<file path="src/rtl/dmem_lsu_pkg.sv">
// Shared encodings for the data-memory load/store unit: access sizes,
// FSM states, default bus timeout and the alignment rule.
package dmem_lsu_pkg;

  localparam logic [1:0] SZ_BYTE = 2'b00;
  localparam logic [1:0] SZ_HALF = 2'b01;
  localparam logic [1:0] SZ_WORD = 2'b10;

  localparam logic [1:0] IDLE = 2'd0;
  localparam logic [1:0] BUSY = 2'd1;
  localparam logic [1:0] DONE = 2'd2;

  localparam int DEFAULT_MAX_WAIT = 15;

  // Size 2'b11 falls into the word rule.
  function automatic logic is_misaligned(input logic [1:0] size, input logic [1:0] addr_lo);
    case (size)
      SZ_BYTE: return 1'b0;
      SZ_HALF: return addr_lo[0];
      default: return addr_lo != 2'b00;
    endcase
  endfunction

endpackage

</file>
<file path="src/rtl/dmem_lsu_align.sv">
// Lane steering: replicates store data and builds byte enables, or selects
// and sign/zero-extends the addressed lane of load data.
module lsu_align
  import dmem_lsu_pkg::*;
#(
  parameter bit IS_LOAD = 1'b0
) (
  input  logic [1:0]  size,
  input  logic        zero_ext,
  input  logic [1:0]  addr_lo,
  input  logic [31:0] din,
  output logic [31:0] dout,
  output logic [3:0]  be
);

  logic [7:0]  lane_b;
  logic [15:0] lane_h;
  logic [31:0] load_data;
  logic [31:0] store_data;
  logic [3:0]  store_be;

  // NOTE: every always_comb output gets a default first so no path can infer a latch.
  always_comb begin
    lane_b     = din[7:0];
    lane_h     = addr_lo[1] ? din[31:16] : din[15:0];
    load_data  = din;
    store_data = din;
    store_be   = 4'b1111;

    case (addr_lo)
      2'd1:    lane_b = din[15:8];
      2'd2:    lane_b = din[23:16];
      2'd3:    lane_b = din[31:24];
      default: lane_b = din[7:0];
    endcase

    case (size)
      SZ_BYTE: begin
        load_data  = {{24{~zero_ext & lane_b[7]}}, lane_b};
        store_data = {4{din[7:0]}};
        store_be   = 4'b0001 << addr_lo;
      end
      SZ_HALF: begin
        load_data  = {{16{~zero_ext & lane_h[15]}}, lane_h};
        store_data = {2{din[15:0]}};
        store_be   = addr_lo[1] ? 4'b1100 : 4'b0011;
      end
      default: begin
        load_data  = din;
        store_data = din;
        store_be   = 4'b1111;
      end
    endcase

    dout = IS_LOAD ? load_data : store_data;
    be   = IS_LOAD ? 4'b0000 : store_be;
  end

endmodule

</file>
<file path="src/rtl/dmem_lsu.sv">
// Data-memory load/store unit: one outstanding bus access at a time,
// stalls the pipeline while busy, aborts after MAX_WAIT unacknowledged cycles.
module dmem_lsu
  import dmem_lsu_pkg::*;
#(
  parameter int MAX_WAIT = DEFAULT_MAX_WAIT
) (
  input  logic        clk_i,
  input  logic        rst_n_i,
  input  logic        mem_req_i,
  input  logic        mem_we_i,
  input  logic [1:0]  mem_size_i,
  input  logic        mem_unsigned_i,
  input  logic [31:0] addr_i,
  input  logic [31:0] wdata_i,
  input  logic        null_i,
  output logic        bus_req_o,
  output logic        bus_we_o,
  output logic [31:0] bus_addr_o,
  output logic [31:0] bus_wdata_o,
  output logic [3:0]  bus_be_o,
  input  logic        bus_ack_i,
  input  logic [31:0] bus_rdata_i,
  output logic [31:0] rd_out_o,
  output logic        stall_o,
  output logic        misalign_o,
  output logic        timeout_o
);

  localparam int CW = $clog2(MAX_WAIT + 1);

  logic [1:0]    state;
  logic [CW-1:0] wait_cnt;
  logic [31:0]   addr_q;
  logic [31:0]   wdata_q;
  logic [3:0]    be_q;
  logic [1:0]    size_q;
  logic          we_q;
  logic          uns_q;

  logic          misaligned;
  logic          req_seen;
  logic          start;
  logic          busy;
  logic [31:0]   st_data;
  logic [3:0]    st_be;
  logic [31:0]   ld_data;
  logic [3:0]    ld_be;

  // Store path works on the live request; load path on the latched access.
  lsu_align #(.IS_LOAD(1'b0)) u_store_align (
    .size     (mem_size_i),
    .zero_ext (mem_unsigned_i),
    .addr_lo  (addr_i[1:0]),
    .din      (wdata_i),
    .dout     (st_data),
    .be       (st_be)
  );

  lsu_align #(.IS_LOAD(1'b1)) u_load_align (
    .size     (size_q),
    .zero_ext (uns_q),
    .addr_lo  (addr_q[1:0]),
    .din      (bus_rdata_i),
    .dout     (ld_data),
    .be       (ld_be)
  );

  assign misaligned = is_misaligned(mem_size_i, addr_i[1:0]);
  assign req_seen   = mem_req_i & ~null_i & (state == IDLE);
  assign start      = req_seen & ~misaligned;
  assign busy       = (state == BUSY);

  assign stall_o     = rst_n_i & (start | busy);
  assign bus_req_o   = busy;
  assign bus_we_o    = busy & we_q;
  assign bus_addr_o  = busy ? {addr_q[31:2], 2'b00} : 32'h0;
  assign bus_wdata_o = busy ? wdata_q : 32'h0;
  assign bus_be_o    = busy ? be_q : 4'b0000;

  // NOTE: sequential state uses non-blocking assignments only, so every register samples pre-edge values.
  always_ff @(posedge clk_i) begin
    if (!rst_n_i) begin
      state      <= IDLE;
      wait_cnt   <= '0;
      addr_q     <= '0;
      wdata_q    <= '0;
      be_q       <= '0;
      size_q     <= SZ_BYTE;
      we_q       <= 1'b0;
      uns_q      <= 1'b0;
      rd_out_o   <= '0;
      misalign_o <= 1'b0;
      timeout_o  <= 1'b0;
    end else begin
      misalign_o <= 1'b0;
      timeout_o  <= 1'b0;
      case (state)
        IDLE: begin
          if (req_seen && misaligned) begin
            misalign_o <= 1'b1;
            rd_out_o   <= '0;
          end else if (start) begin
            addr_q   <= addr_i;
            size_q   <= mem_size_i;
            we_q     <= mem_we_i;
            uns_q    <= mem_unsigned_i;
            wdata_q  <= mem_we_i ? st_data : 32'h0;
            be_q     <= mem_we_i ? st_be : ld_be;
            wait_cnt <= '0;
            state    <= BUSY;
          end
        end
        BUSY: begin
          // An ack in the final allowed cycle still counts as a normal completion.
          if (bus_ack_i) begin
            rd_out_o <= we_q ? 32'h0 : ld_data;
            state    <= DONE;
          end else if (wait_cnt == CW'(MAX_WAIT - 1)) begin
            timeout_o <= 1'b1;
            rd_out_o  <= '0;
            state     <= DONE;
          end else begin
            wait_cnt <= wait_cnt + 1'b1;
          end
        end
        DONE:    state <= IDLE;
        default: state <= IDLE;
      endcase
    end
  end

endmodule

</file>
<file path="config.mk">
export PLATFORM = sky130hd
export DESIGN_NAME = dmem_lsu
export DESIGN_NICKNAME = d
export VERILOG_FILES = /design/src/rtl/dmem_lsu_pkg.sv /design/src/rtl/dmem_lsu_align.sv /design/src/rtl/dmem_lsu.sv
export SDC_FILE = /design/constraint.sdc
export NUM_CORES = 1
export LEC_CHECK = 0
export ABC_AREA = 1
export CORE_ASPECT_RATIO = 1.75
export CORE_UTILIZATION = 30
export CTS_BUF_LIST = sky130_fd_sc_hd__clkbuf_8
export CTS_CLUSTER_DIAMETER = 60
export DETAILED_ROUTE_END_ITERATION = 7
export HOLD_SLACK_MARGIN = 0.06
export PLACE_DENSITY_LB_ADDON = 0.15
export SETUP_SLACK_MARGIN = 0.02
export SLEW_MARGIN = 25
export SYNTH_ARGS = -nofsm -noshare
export SYNTH_HDL_FRONTEND = slang
export SYNTH_SLANG_ARGS = --single-unit
export TNS_END_PERCENT = 1
</file>
<file path="constraint.sdc">
create_clock -name clk_i -period 1.7 [get_ports clk_i]
set_input_delay 0.17 -clock clk_i [delete_from_list [all_inputs] [get_ports clk_i]]
set_output_delay 0.17 -clock clk_i [all_outputs]
set_load 0.005 [all_outputs]
</file>
==> reports/summary.txt <==
depth of the CTS H-tree: 3
wire per inst: 15.44 um
Worst setup SP type: flip-flop
final worst-path cycle share: 100.8%
RSZ-0062 raised after global routing: yes
largest family of logic cells by synthesized area: simple AND/OR/NAND/NOR gates
post-synthesis register bit count: 112
failing checks: negative setup slack
post-synth cell types: 37
core area: 18660 sq um
number of global-route vias before repair: 6021
max incr delay on CP: 0.36 ns
Setup CP Type: reg -> out
I/O pin total: 210
first-pass GRT wire length: 31410 um
Seq/Total Area, Yosys: 39.02%
initial DRC count: 201
DP Area: 8273 sq um
gr usage total: 20.72%
launch point of the worst reg-to-reg path: state[1]
Worst Reg2Reg Path Length in Cells: 11
clock root cell: clkbuf_8
die width: 106.6 um
multiplexer area fraction after synthesis: 0%
crit path cell chain: nor2_4 > clkinv_4 > buf_12 > buf_16 > a21oi_2 > buf_2
Post-synth EDFFs: 0
Routed WL: 20650 um
Initial DRT Pass Iterations: 6
Tmin final: 1.714 ns
vias per inst: 4.679
setup skew after layout: 0.01276 ns
hold slack: 0.3849 ns
Final ANT Viol Nets: 0
num rows: 66
Post-Syn Instances: 862
Reg clk slew, reported paths: 0.12 ns
finished layout cell area: 8656 sq um
total of max-cap violations: 0
R2R Path End: wdata_q[12]
count leader, synth: nand2_1
Post-Synth Simple-Gate Area: 27.96%
synthesized area per cell: 6.667 sq um
worst path bufs/invs: 4
post-layout net count: 1199
Highest Clock Rate: 583.3 MHz
die height: 185.1 um
fillers: 2029
via count: 6256
total CTS buffers: 9
Synth async-reset ratio: 0%
status: finished with violations
min-delay src: wdata_i[5]
Power Density: 682.8 nW/um^2
PnR worst setup slack: -0.01434 ns
worst vdd ir: 0.3536 mV
area share of the largest cell type after synthesis: 39.02%
Synth area leaders: dfxtp_1, nand2_1, a21oi_1
grt total ovfl: 0
cell depth of the worst hold path: 3
placed wire-length estimate: 15160 um
Residual DRC: 0
Synth-to-Final Area Change: 50.62%
starting density of the core: 30.79%
antenna violations before repair: 2
WHS Endpoint: wdata_q[5]
commonest cells in the netlist: nand2_1, nor2_1, dfxtp_1
compound-gate portion of the synthesized area: 19.64%
Worst-Skew Late Latency: 0.38 ns
Place WS: -0.1775 ns
Synth Area in Adders: 0.4354%
GPL Wtd Cong: 0.9038
area leader, netlist: dfxtp_1
IO Port Bufs: 207
Critical Path RT: 1.53 ns
# setup viols final: 3
Hold Violations, Final: 0
xor and xnor area share after synthesis: 0%
largest net degree at the start of global routing: 53
maximum clock path buffer count: 2
Worst EP arrival: 1.54 ns
CP max FO: 7
Crit path max-delay family: buffers and inverters
die area: 19740 sq um
TritonCTS clock tree: done
share of post-route cells with drive strength above 1: 23.52%
top_reg_cell synth: dfxtp_1
Slew Viols, Final: 0
Slowest-stage cell, CP: dfxtp_2
CP endpoint kind: primary output
Yosys Warn Count: 0
R2R Setup Slk: 0.05 ns
worst hold path class: in -> reg
clk sinks: 112
post-synthesis cell area: 5747 sq um
Leak Pwr: 3.431 nW
==> state kept, by name (all words and copies together), names as in the netlist, 2 cells and up <==
| register | flops |
|---|---|
| state | 2 |
| wait_cnt | 4 |
| rd_out_o | 32 |
| wdata_q | 32 |
| addr_q | 32 |
| size_q | 2 |
| be_q | 4 |
==> metal layers <==
layer | wire length [um] | part of all wire (%) | global-route usage [%]
met5 | 0 | 0 | 0
met1 | 7632 | 37 | 21.55
met2 | 11520 | 56 | 40.08
met4 | 520 | 2.5 | 8.329
met3 | 975 | 4.7 | 3.695
==> cell type report <==
cell class                 count  area (sq um)  area share (%)
multi-input combinational    590          3019           34.88
timing repair buffer         271          2434           28.12
sequential                   112          2245           25.93
inverter                     108         422.9           4.886
tap                          238         297.8           3.440
clock buffer                  10         137.6           1.590
clock inverter                 6         95.09           1.099
antenna                        2         5.005         0.05782
==> power breakdown <==
| group | total (mW) | switching [mW] | internal [mW] | leakage (nW) |
|---|---|---|---|---|
| combinational | 1.24 | 0.660 | 0.577 | 2.40 |
| clock | 1.92 | 1.02 | 0.895 | 0.118 |
| sequential | 2.75 | 0.0398 | 2.71 | 0.910 |
| total | 5.91 | 1.72 | 4.19 | 3.43 |
==> how the worst max path moves through the flow <==
stage / slack, ns / start / end / cells past startpoint
final: -0.01 / state[1] / stall_o / 6
after floorplan: 0.31 / addr_q[1] / rd_out_o[22] / 8
after global placement: -0.19 / mem_size_i[1] / stall_o / 7
after CTS: -0.12 / state[0] / bus_wdata_o[2] / 6
after detailed placement: -0.18 / mem_size_i[1] / stall_o / 7
after global routing: -0.11 / state[1] / stall_o / 8
==> worst reg2reg max path: stages (launching register included) <==
cell and delay [ns]:
dfxtp_2 0.36, buf_6 0.12, inv_4 0.04, nand3_1 0.06
nor2_1 0.11, buf_4 0.14, nand2_4 0.06, buf_4 0.16
nor2_8 0.12, buf_12 0.17, o211ai_1 0.10, a21oi_1 0.13
==> metrics by stage <==
stage / setup TNS [ns] / util [%] / total power [mW] / instances
floorplan: 0 / - / 3.413 / 863
global placement: -6.021 / 44.33 / 3.964 / 1307
detailed placement: -7.188 / 44.33 / 3.969 / 1307
CTS: -0.7539 / 46.10 / 5.947 / 1326
global route: -3.879 / 46.38 / 6.203 / 1337
finish: -0.02039 / 46.38 / 5.910 / 1337
==> cells in the final DEF (no fill, tap or decap), drive strengths merged, types with 4 or more instances in the layout <==
master / n
a21oi: 121
o21ai: 62
clkdlybuf4s50: 138
buf: 107
nand2: 200
nand3: 30
nor2: 144
nor3: 6
o211ai: 4
inv: 110
o2111ai: 5
a22oi: 6
dfxtp: 112
clkbuf: 35
==> logic make-up (layout without fill, tap and decap cells) <==
kind of cell / count (synthesis) / in the layout
compound gates: 203 / 203
fa+ha+maj: 2 / 2
buf+inv: 161 / 395
flops: 112 / 112
other cells: 1 / 4
simple gates: 383 / 383
==> timing repair <==
item                       in CTS  in global routing
cloned                          2                  3
hold buffers                    0                  0
pin swaps                       1                  6
setup endpoints to repair      69                 67
setup buffers                   1                  6
gates resized for setup       194                161
No activity file was read; power rests on OpenSTA's default activity.
